===== config.mk =====
export PLATFORM = sky130hd
export DESIGN_NAME = arith_unit_seq_flat
export DESIGN_NICKNAME = d
export VERILOG_FILES = /design/src/rtl/arith_pkg.sv /design/src/rtl/arith_unit_seq_if.sv /design/src/rtl/seq_divider.sv /design/src/rtl/arith_unit_seq.sv /design/src/flat_wrapper.sv
export SDC_FILE = /design/constraint.sdc
export NUM_CORES = 1
export LEC_CHECK = 0
export ABC_AREA = 0
export ABC_CLOCK_PERIOD_IN_PS = 9400
export BUFFER_PORTS_ARGS = -buffer_cell sky130_fd_sc_hd__buf_4
export CAP_MARGIN = 20
export CORE_MARGIN = 5
export CORE_UTILIZATION = 35
export DETAILED_ROUTE_END_ITERATION = 10
export GPL_TIMING_DRIVEN = 0
export PLACE_DENSITY_LB_ADDON = 0.25
export SLEW_MARGIN = 20
export SYNTH_ARGS = -nofsm -noshare
export SYNTH_HDL_FRONTEND = slang
export SYNTH_SLANG_ARGS = --single-unit

===== constraint.sdc =====
create_clock -name CLK -period 9.4 [get_ports CLK]
set_input_delay 0.47 -clock CLK [delete_from_list [all_inputs] [get_ports CLK]]
set_output_delay 0.47 -clock CLK [all_outputs]
set_load 0.02 [all_outputs]

===== src/rtl/arith_pkg.sv =====
// Shared definitions for the sequential arithmetic unit: function codes,
// controller states and a width helper for the divider iteration counter.
package arith_pkg;

  localparam logic [1:0] FUNC_ADD = 2'b00;
  localparam logic [1:0] FUNC_SUB = 2'b01;
  localparam logic [1:0] FUNC_MUL = 2'b10;
  localparam logic [1:0] FUNC_DIV = 2'b11;

  typedef enum logic [1:0] {
    IDLE  = 2'd0,
    BUSY  = 2'd1,
    FIXUP = 2'd2
  } state_e;

  function automatic int clog2(input int value);
    int w;
    w = 0;
    for (int i = 0; i < 31; i++) begin
      if ((1 << i) < value) w = i + 1;
    end
    return w;
  endfunction

endpackage


===== src/rtl/arith_unit_seq_if.sv =====
// Request/result bundle of the arithmetic unit; the requester holds the
// master side, the unit the slave side.
interface arith_unit_seq_if #(
  parameter int DATA_WIDTH = 16
);
  localparam int OUT_WIDTH = 2 * DATA_WIDTH;

  logic [DATA_WIDTH-1:0] A;
  logic [DATA_WIDTH-1:0] B;
  logic [1:0]            ALU_FUNC;
  logic                  Signed_Mode;
  logic                  In_Valid;
  logic                  In_Ready;
  logic [OUT_WIDTH-1:0]  Arith_OUT;
  logic                  Carry_OUT;
  logic                  Div_Zero;
  logic                  Out_Valid;

  modport master (
    output A, B, ALU_FUNC, Signed_Mode, In_Valid,
    input  In_Ready, Arith_OUT, Carry_OUT, Div_Zero, Out_Valid
  );

  modport slave (
    input  A, B, ALU_FUNC, Signed_Mode, In_Valid,
    output In_Ready, Arith_OUT, Carry_OUT, Div_Zero, Out_Valid
  );

endinterface


===== src/rtl/seq_divider.sv =====
// Unsigned restoring divider core: start loads operands, then W iterations
// produce one quotient bit each; last_o flags the final iteration cycle.
module seq_divider
  import arith_pkg::*;
#(
  parameter int W = 16
) (
  input  logic         clk_i,
  input  logic         rst_ni,
  input  logic         start_i,
  input  logic [W-1:0] dividend_i,
  input  logic [W-1:0] divisor_i,
  output logic         last_o,
  output logic [W-1:0] quot_o,
  output logic [W-1:0] rem_o
);
  localparam int CW = clog2(W);

  logic          busy_q, busy_d;
  logic [CW-1:0] cnt_q, cnt_d;
  logic [W-1:0]  quot_q, quot_d;
  logic [W-1:0]  rem_q, rem_d;
  logic [W-1:0]  dvsr_q, dvsr_d;
  logic [W:0]    shifted;
  logic [W:0]    trial;

  always_comb begin
    busy_d  = busy_q;
    cnt_d   = cnt_q;
    quot_d  = quot_q;
    rem_d   = rem_q;
    dvsr_d  = dvsr_q;
    shifted = {rem_q, quot_q[W-1]};
    // bit W of the trial difference is the borrow: set means restore
    trial   = shifted - {1'b0, dvsr_q};
    last_o  = busy_q && (cnt_q == '0);
    if (start_i) begin
      busy_d = 1'b1;
      cnt_d  = CW'(W - 1);
      quot_d = dividend_i;
      rem_d  = '0;
      dvsr_d = divisor_i;
    end else if (busy_q) begin
      rem_d  = trial[W] ? shifted[W-1:0] : trial[W-1:0];
      quot_d = {quot_q[W-2:0], ~trial[W]};
      if (cnt_q == '0) busy_d = 1'b0;
      else             cnt_d  = cnt_q - 1'b1;
    end
  end

  always_ff @(posedge clk_i or negedge rst_ni) begin
    if (!rst_ni) begin
      busy_q <= 1'b0;
      cnt_q  <= '0;
      quot_q <= '0;
      rem_q  <= '0;
      dvsr_q <= '0;
    end else begin
      busy_q <= busy_d;
      cnt_q  <= cnt_d;
      quot_q <= quot_d;
      rem_q  <= rem_d;
      dvsr_q <= dvsr_d;
    end
  end

  assign quot_o = quot_q;
  assign rem_o  = rem_q;

endmodule


===== src/rtl/arith_unit_seq.sv =====
// Registered add/sub/mul/div unit with signed/unsigned mode and a valid/ready
// request handshake; divides run on the seq_divider core over magnitudes.
//   state | meaning
//   IDLE  | ready; add/sub/mul and divide-by-zero complete at the accept edge
//   BUSY  | divider core iterating, one quotient bit per cycle
//   FIXUP | restore quotient/remainder signs and publish the divide result
module arith_unit_seq
  import arith_pkg::*;
#(
  parameter int DATA_WIDTH = 16
) (
  input logic             CLK,
  input logic             RST,
  arith_unit_seq_if.slave bus
);
  localparam int W         = DATA_WIDTH;
  localparam int OUT_WIDTH = 2 * DATA_WIDTH;

  state_e               state_q, state_d;
  logic [OUT_WIDTH-1:0] arith_q, arith_d;
  logic                 carry_q, carry_d;
  logic                 dz_q, dz_d;
  logic                 valid_q, valid_d;
  logic                 qneg_q, qneg_d;
  logic                 rneg_q, rneg_d;
  logic                 sdiv_q, sdiv_d;

  logic                 smode;
  logic [W:0]           a_ext, b_ext, sum;
  logic [OUT_WIDTH-1:0] a_mul, b_mul, prod;
  logic [W-1:0]         a_mag, b_mag;
  logic [W-1:0]         div_quot, div_rem, quot_fix, rem_fix;
  logic                 div_start, div_last;

  assign smode = bus.Signed_Mode;
  assign a_ext = {smode & bus.A[W-1], bus.A};
  assign b_ext = {smode & bus.B[W-1], bus.B};
  assign sum   = (bus.ALU_FUNC == FUNC_SUB) ? a_ext - b_ext : a_ext + b_ext;
  // low 2W bits of the extended product are correct for both modes
  assign a_mul = {{W{smode & bus.A[W-1]}}, bus.A};
  assign b_mul = {{W{smode & bus.B[W-1]}}, bus.B};
  assign prod  = a_mul * b_mul;

  assign a_mag    = (smode && bus.A[W-1]) ? -bus.A : bus.A;
  assign b_mag    = (smode && bus.B[W-1]) ? -bus.B : bus.B;
  assign quot_fix = qneg_q ? -div_quot : div_quot;
  assign rem_fix  = rneg_q ? -div_rem : div_rem;

  seq_divider #(.W(W)) u_div (
    .clk_i      (CLK),
    .rst_ni     (RST),
    .start_i    (div_start),
    .dividend_i (a_mag),
    .divisor_i  (b_mag),
    .last_o     (div_last),
    .quot_o     (div_quot),
    .rem_o      (div_rem)
  );

  always_comb begin
    state_d   = state_q;
    arith_d   = arith_q;
    carry_d   = carry_q;
    dz_d      = dz_q;
    valid_d   = 1'b0;
    qneg_d    = qneg_q;
    rneg_d    = rneg_q;
    sdiv_d    = sdiv_q;
    div_start = 1'b0;
    unique case (state_q)
      IDLE: begin
        if (bus.In_Valid) begin
          unique case (bus.ALU_FUNC)
            FUNC_ADD, FUNC_SUB: begin
              valid_d = 1'b1;
              dz_d    = 1'b0;
              arith_d = smode ? {{(W-1){sum[W]}}, sum} : {{(W-1){1'b0}}, sum};
              carry_d = smode ? (sum[W] ^ sum[W-1]) : sum[W];
            end
            FUNC_MUL: begin
              valid_d = 1'b1;
              dz_d    = 1'b0;
              arith_d = prod;
              carry_d = smode ? !((&prod[OUT_WIDTH-1:W-1]) || !(|prod[OUT_WIDTH-1:W-1]))
                              : (|prod[OUT_WIDTH-1:W]);
            end
            default: begin
              if (bus.B == '0) begin
                valid_d = 1'b1;
                dz_d    = 1'b1;
                carry_d = 1'b0;
                arith_d = {bus.A, {W{1'b1}}};
              end else begin
                div_start = 1'b1;
                qneg_d    = smode & (bus.A[W-1] ^ bus.B[W-1]);
                rneg_d    = smode & bus.A[W-1];
                sdiv_d    = smode;
                state_d   = BUSY;
              end
            end
          endcase
        end
      end
      BUSY: begin
        if (div_last) state_d = FIXUP;
      end
      FIXUP: begin
        valid_d = 1'b1;
        dz_d    = 1'b0;
        arith_d = {rem_fix, quot_fix};
        // only -2^(W-1) / -1 yields a positive quotient with the top bit set
        carry_d = sdiv_q && !qneg_q && div_quot[W-1];
        state_d = IDLE;
      end
      default: state_d = IDLE;
    endcase
  end

  always_ff @(posedge CLK or negedge RST) begin
    if (!RST) begin
      state_q <= IDLE;
      arith_q <= '0;
      carry_q <= 1'b0;
      dz_q    <= 1'b0;
      valid_q <= 1'b0;
      qneg_q  <= 1'b0;
      rneg_q  <= 1'b0;
      sdiv_q  <= 1'b0;
    end else begin
      state_q <= state_d;
      arith_q <= arith_d;
      carry_q <= carry_d;
      dz_q    <= dz_d;
      valid_q <= valid_d;
      qneg_q  <= qneg_d;
      rneg_q  <= rneg_d;
      sdiv_q  <= sdiv_d;
    end
  end

  assign bus.In_Ready  = (state_q == IDLE);
  assign bus.Arith_OUT = arith_q;
  assign bus.Carry_OUT = carry_q;
  assign bus.Div_Zero  = dz_q;
  assign bus.Out_Valid = valid_q;

endmodule


===== src/flat_wrapper.sv =====
// flat-port wrapper written by rule: the top's interface ports become plain ports
module arith_unit_seq_flat import arith_pkg::*;
#(
  parameter int DATA_WIDTH = 16
)
  (CLK, RST, bus_A, bus_B, bus_ALU_FUNC, bus_Signed_Mode, bus_In_Valid, bus_In_Ready, bus_Arith_OUT, bus_Carry_OUT, bus_Div_Zero, bus_Out_Valid);
  arith_unit_seq_if #(.DATA_WIDTH(DATA_WIDTH)) bus_i ();
  input logic CLK;
  input logic RST;
  input wire logic [$bits(bus_i.A)-1:0] bus_A;
  input wire logic [$bits(bus_i.B)-1:0] bus_B;
  input wire logic [$bits(bus_i.ALU_FUNC)-1:0] bus_ALU_FUNC;
  input wire logic [$bits(bus_i.Signed_Mode)-1:0] bus_Signed_Mode;
  input wire logic [$bits(bus_i.In_Valid)-1:0] bus_In_Valid;
  output wire logic [$bits(bus_i.In_Ready)-1:0] bus_In_Ready;
  output wire logic [$bits(bus_i.Arith_OUT)-1:0] bus_Arith_OUT;
  output wire logic [$bits(bus_i.Carry_OUT)-1:0] bus_Carry_OUT;
  output wire logic [$bits(bus_i.Div_Zero)-1:0] bus_Div_Zero;
  output wire logic [$bits(bus_i.Out_Valid)-1:0] bus_Out_Valid;
  assign bus_i.A = bus_A;
  assign bus_i.B = bus_B;
  assign bus_i.ALU_FUNC = bus_ALU_FUNC;
  assign bus_i.Signed_Mode = bus_Signed_Mode;
  assign bus_i.In_Valid = bus_In_Valid;
  assign bus_In_Ready = bus_i.In_Ready;
  assign bus_Arith_OUT = bus_i.Arith_OUT;
  assign bus_Carry_OUT = bus_i.Carry_OUT;
  assign bus_Div_Zero = bus_i.Div_Zero;
  assign bus_Out_Valid = bus_i.Out_Valid;
  arith_unit_seq #(.DATA_WIDTH(DATA_WIDTH)) u_core (.CLK(CLK), .RST(RST), .bus(bus_i));
endmodule

**Yosys cells after proc, flatten, opt, wreduce, memory -nomap -nowiden**

Cells that the tools add are included.
W data, S select, Z words.

- Eq/ne operators: 11
- Multiplexer cells: 44
- Reduce and logical (&&, ||, !) cells: 25
- Multiply operators: 1
- Add/subtract/negate cells: 8
- Bitwise gates (word level): 8

Operators by type and width:

| cell | number |
|---|---|
| $mux W16 | 9 |
| $pmux W32 S2 | 2 |
| $mux W32 | 3 |
| $neg A16 Y16 | 4 |
| $mul A17 B17 Y32 | 1 |
| $add A17 B17 Y17 | 1 |
| $mux W1 | 17 |
| $mux W17 | 1 |
| $reduce_and A17 Y1 | 1 |
| $reduce_or A17 Y1 | 1 |
| $sub A17 B16 Y17 | 1 |
| $sub A17 B17 Y17 | 1 |
| $logic_not A16 Y1 | 1 |
| $reduce_or A16 Y1 | 1 |
| $mux W4 | 3 |
| $mux W2 | 4 |
| $pmux W1 S2 | 4 |
| $reduce_and A4 Y1 | 2 |
| $ne A2 B2 Y1 const B | 3 |
| $reduce_and A3 Y1 | 2 |
| $logic_and A1 B1 Y1 | 5 |
| $eq A2 B1 Y1 const B | 2 |
| $eq A2 B2 Y1 const B | 2 |
| $logic_not A2 Y1 | 2 |
| 15 further kinds | 24 |

- Word-level logic and storage cells: 110
- Bits of input ports: 38
- Output and inout bits: 36
- Bits in registers: 93

**Longest topological paths before layout**

- Depth after elaboration: 10
- Depth in mapped cells: 30
- Depth with buffers taken out: 26

**By module**

A second synthesis with hierarchy kept.

- Cells, all modules: 2189
- Area total of the unflattened synthesis: 18584.1 µm²

Modules (own cells, without submodules):

| module | area each (µm²) | cells each | times used |
|---|---|---|---|
| arith_unit_seq | 15331.0 | 1823 | 1 |
| seq_divider | 3253.1 | 366 | 1 |

**Least setup slack after synthesis**

No wires, ideal clock.

- Path type: in2reg
- Start: in bus_Signed_Mode
- End: reg u_core.carry_q (netlist: u_core.bus.Carry_OUT)
- Setup time: 125 ps
- Required time: 9275 ps
- Cell stages on the path: 26
- Slack: 2311 ps
- Data arrival time: 6964 ps
- Path through: clkbuf_1 -> and2_1 -> clkbuf_1 -> clkbuf_1 -> nand2_1 -> inv_1 -> fa_1 -> inv_1 -> fa_1 -> fa_1 -> fa_1 -> inv_1 -> fa_1 -> fa_1 -> ha_1 -> clkbuf_1 -> nand2_1 -> o21ai_0 -> or3_1 -> o211ai_1 -> nor3_1 -> and3_1 -> nand4_1 -> or4_1 -> o21ai_1 -> o21ai_1

- Longest elaborated chain between the ends: 10
- Elaborated cells on any way between the ends: 18
- Classes of those cells: 2 x add/sub; 1 x mul; 6 x mux; 3 x bitwise; 6 x reduce/logical

RTL lines:

| item | line | text |
|---|---|---|
| start, declared | flat_wrapper.sv:13 | `input wire logic [$bits(bus_i.Signed_Mode)-1:0] bus_Signed_Mode;` |
| $and A1 B1 Y1, on equally long branches | - |  |
| $mul A17 B17 Y32 | arith_unit_seq.sv:42 | `assign prod = a_mul * b_mul;` |
| $reduce_or A17 Y1 | arith_unit_seq.sv:84 | `carry_d = smode ? !((&prod[OUT_WIDTH-1:W-1]) \|\| !(\|prod[OUT_WIDTH-1:W-1]))` |
| $logic_not A1 Y1 | arith_unit_seq.sv:84 |  |
| $logic_or A1 B1 Y1 | arith_unit_seq.sv:84 |  |
| $logic_not A1 Y1 | arith_unit_seq.sv:84 |  |
| $mux W1 | arith_unit_seq.sv:84 |  |
| $pmux W1 S2 (*) | arith_unit_seq.sv:73 | `unique case (bus.ALU_FUNC)` |
| $mux W1 (*) | arith_unit_seq.sv:72 | `if (bus.In_Valid) begin` |
| $pmux W1 S2 (*) | arith_unit_seq.sv:70 | `unique case (state_q)` |
| end signal, assigned | arith_unit_seq.sv:132 | `carry_q <= carry_d;` |
| end, declared | arith_unit_seq.sv:21 | `logic carry_q, carry_d;` |

Every way passes the cells marked *; elsewhere a longest branch is shown, timed or not. The select of a mux whose other input is x is not followed.
A chain may end at the register's enable or synchronous reset.

**Worst setup path after layout**

Same ends and word-level chain as after synthesis.

==> impl_metrics.py <==
metrics = {
    "worst_setup_path": {
        "r2r-end": "u_core.u_div.rem_o[12]",
        "r2r_slack_ns": 5.50,
        "crit_top_cell": "fa_1",
        "cp_num_buf_inv": 7,
        "rr_worst_depth": 15,
        "end_kind": "flip-flop",
        "crit_cells": 26,
        "cp_slowest_cell": "fa_1",
        "worstPathMaxFanout": 10,
        "worstPathArrival_ns": 8.74,
        "required_ns": 9.63,
        "cp_top_family": "adder cells",
        "cp-endpoint": "u_core.bus.Carry_OUT",
        "cpPeakStageDelay_ns": 0.94,
        "cp-start-kind": "primary input",
        "critPathKind": "in2reg",
        "r2r_start": "u_core.u_div.quot_o[15]",
        "crit_start": "bus_Signed_Mode",
    },
    "outcome": {
        "status": "completed",
    },
    "placed_design": {
        "placed_cells": 2880,
        "place_congestion": 0.946,
        "place_area_mm2": 0.0196,
        "hpwl_um": 50800,
        "portBuffers": 72,
    },
    "grt": {
        "antenna_found_initial": 1,
        "grt_pass1_wl_um": 97200,
        "grt_pass1_vias": 16100,
        "track_usage": 0.220,
        "gr-total-overflow": 0,
        "grt_max_degree": 94,
    },
    "clock_tree": {
        "clk_pin_slew_ns": 0.07,
        "cts.sinks": 93,
        "clkLatencyLatePin_ns": 0.35,
        "clockBufferDepth": 2,
        "hold_buffers": 0,
        "clock-root-buffer": "clkbuf_16",
        "cts_max_level": 3,
        "post_cts_buffers": 0,
        "cts_tree": "built",
        "cts.repair.resized": 0,
        "cts_buffers": 9,
    },
    "sta": {
        "setup_viol": 0,
        "fmax_mhz": 118,
        "hold_viol": 0,
        "rsz0062_at_grt": "false",
        "worst_pin_slew_ns": 1.20,
        "tns_ns": 0,
        "fin_crit_sh": 0.905,
        "finClkSkew_ns": 0.00836,
        "relSlewSlack": 0.198,
        "drv_slew": 0,
        "period_minus_slack_ns": 8.51,
    },
    "drt": {
        "routed_wl_um": 62300,
        "drtIter0Drc": 1176,
        "drcViolationCount": 0,
        "wire_per_inst_um": 21.5,
        "via_per_inst": 5.33,
        "ant_nets": 0,
        "route.vias.total": 15400,
        "dr.pass1.iters": 5,
    },
    "synth": {
        "synthArstFlopShare": 1.00,
        "synth_flop_cell": "dfrtp_1",
        "synth_top_family_by_area": "adder cells",
        "synth_compound_area_frac": 0.133,
        "netlist_instances": 2128,
        "synthAdderAreaFrac": 0.395,
        "syn_nets": 2571,
        "ys_warn_count": 0,
        "synthMuxAreaShare": 0.0181,
        "syn-cell-area_mm2": 0.0182,
        "synth_seq_cells": 93,
        "synth.yosys.seq_area_share": 0.128,
        "synth-xor-area-share": 0.0634,
        "yosysUniqueCellTypes": 78,
        "synth-simple-area-share": 0.166,
        "post_synth.cell_area_avg_um2": 8.57,
        "synth_edf_count": 0,
    },
    "floorplan": {
        "start_util": 0.354,
        "rows": 83,
        "core_mm2": 0.0515,
        "ios": 74,
        "die_y_um": 238,
        "die_w_um": 238,
        "dieArea_mm2": 0.0568,
    },
    "layout": {
        "insertedDiodeCount": 0,
        "layout-drive-gt1-share": 0.0537,
        "area_growth_pct": 9.29,
        "fin_area_mm2": 0.0199,
        "final_util": 0.387,
        "finalNonFillerCells": 2894,
        "nNetsFinal": 2654,
    },
    "min_path": {
        "worstHoldPathType": "in2async",
    },
    "flow_run": {
        "max-cap-violations": 0,
    },
}
## layout make-up
cell class	instances	area (um^2)
inverter	354	1330
clock inverter	3	46.3
tap	680	851
clock buffer	11	253
fill	5350	31600
buffer	118	457
sequential	93	2330
multi-input combinational	1563	14100
timing repair buffer	72	544
## cells by family (layout without fill, tap and decap cells)
| kind of cell | count (synthesis) | after routing |
|---|---|---|
| xor+xnor | 132 | 132 |
| simple gates | 618 | 618 |
| compound gates | 375 | 375 |
| mux | 33 | 33 |
| flops | 93 | 93 |
| buf+inv | 472 | 558 |
| fa+ha+maj | 405 | 405 |
## per-layer routing
| layer | wire length, um | GRT usage | vias up |
|---|---|---|---|
| li1 | - | - | 6990 |
| met1 | 27700 | 0.315 | 7822 |
| met2 | 28700 | 0.357 | 544 |
| met3 | 3970 | 0.0223 | 83 |
| met4 | 1960 | 0.0664 | 0 |
| met5 | 0 | 0 | - |
## Yosys cell counts (6+ instances only)
master | n | area share
a211oi_1 | 17 | 0.0070
mux2i_1 | 33 | 0.018
o21a_1 | 11 | 0.0045
o41ai_1 | 8 | 0.0038
xnor2_1 | 95 | 0.046
and2_1 | 126 | 0.043
buf_2 | 8 | 0.0022
a21o_1 | 23 | 0.0095
o31ai_1 | 12 | 0.0049
or3_1 | 10 | 0.0034
dfrtp_1 | 93 | 0.13
nand2b_1 | 17 | 0.0058
a21oi_1 | 77 | 0.021
o21ai_0 | 117 | 0.032
ha_1 | 121 | 0.083
nor4_1 | 8 | 0.0027
nor2b_1 | 6 | 0.0021
nor3_1 | 25 | 0.0069
a221o_1 | 10 | 0.0055
fa_1 | 284 | 0.31
nor3b_1 | 6 | 0.0025
and3_1 | 14 | 0.0048
nand3_1 | 22 | 0.0060
o21ai_1 | 9 | 0.0025
o221ai_1 | 9 | 0.0043
o211ai_1 | 13 | 0.0053
nor2_1 | 97 | 0.020
nand4_1 | 6 | 0.0021
xor2_1 | 37 | 0.018
o21bai_1 | 8 | 0.0033
a31oi_1 | 22 | 0.0075
inv_1 | 352 | 0.072
clkbuf_1 | 105 | 0.022
nand2_1 | 251 | 0.052
## sequential cells by signal, indices dropped and copies added (netlist names)
signal / count
u_core.state_q: 2
u_core.bus.Carry_OUT: 1
u_core.bus.Arith_OUT: 32
u_core.u_div.busy_q: 1
u_core.u_div.cnt_q: 4
u_core.u_div.rem_o: 16
u_core.bus.Out_Valid: 1
u_core.rneg_q: 1
u_core.u_div.quot_o: 16
u_core.qneg_q: 1
u_core.sdiv_q: 1
u_core.u_div.dvsr_q: 16
u_core.bus.Div_Zero: 1
## worst reg2reg max path: cells and delay by family (launching register included)
family / cells / cell delay, ns
AO/OA/AOI/OAI: 8 / 1.88
XOR/XNOR: 1 / 0.16
adder cells (fa/ha/maj): 2 / 0.56
buffers and inverters: 3 / 0.45
flip-flops: 1 / 0.46
multiplexers: 1 / 0.22
## placed cells by master (no fill, tap or decap), types with 25 or more instances in the layout
cell type / synthesis / layout
buf_4: 1 / 72
xor2_1: 37 / 37
and2_1: 126 / 126
clkbuf_1: 105 / 105
o21ai_0: 117 / 117
ha_1: 121 / 121
fa_1: 284 / 284
nand2_1: 251 / 251
xnor2_1: 95 / 95
nor2_1: 97 / 97
nor3_1: 25 / 25
mux2i_1: 33 / 33
inv_1: 352 / 352
a21oi_1: 77 / 77
dfrtp_1: 93 / 93
## how the worst min path moves through the flow
| stage | start | endpoint | slack (ns) | depth (start not counted) |
|---|---|---|---|---|
| global placement | u_core.sdiv_q | u_core.sdiv_q | 0.47 | 2 |
| finish | RST | u_core.u_div.rem_o[7] | 0.19 | 1 |
| floorplan | RST | u_core.bus.Arith_OUT[0] | 0.17 | 0 |
| CTS | RST | u_core.u_div.cnt_q[0] | 0.24 | 1 |
| detailed placement | u_core.sdiv_q | u_core.sdiv_q | 0.47 | 2 |
| global route | RST | u_core.u_div.rem_o[5] | 0.30 | 1 |
## metrics by stage
stage / worst slack, ns / hold slack [ns]
2_1_floorplan: 2.31 / 0.174
3_3_place_gp: 0.658 / 0.467
3_5_place_dp: 0.607 / 0.475
4_1_cts: 0.925 / 0.244
5_1_grt: 0.287 / 0.299
6_report: 0.889 / 0.188
Power is left out: the tool's default activity adds up to more than one toggle a clock period on the data nets, which glitch-free logic cannot reach.
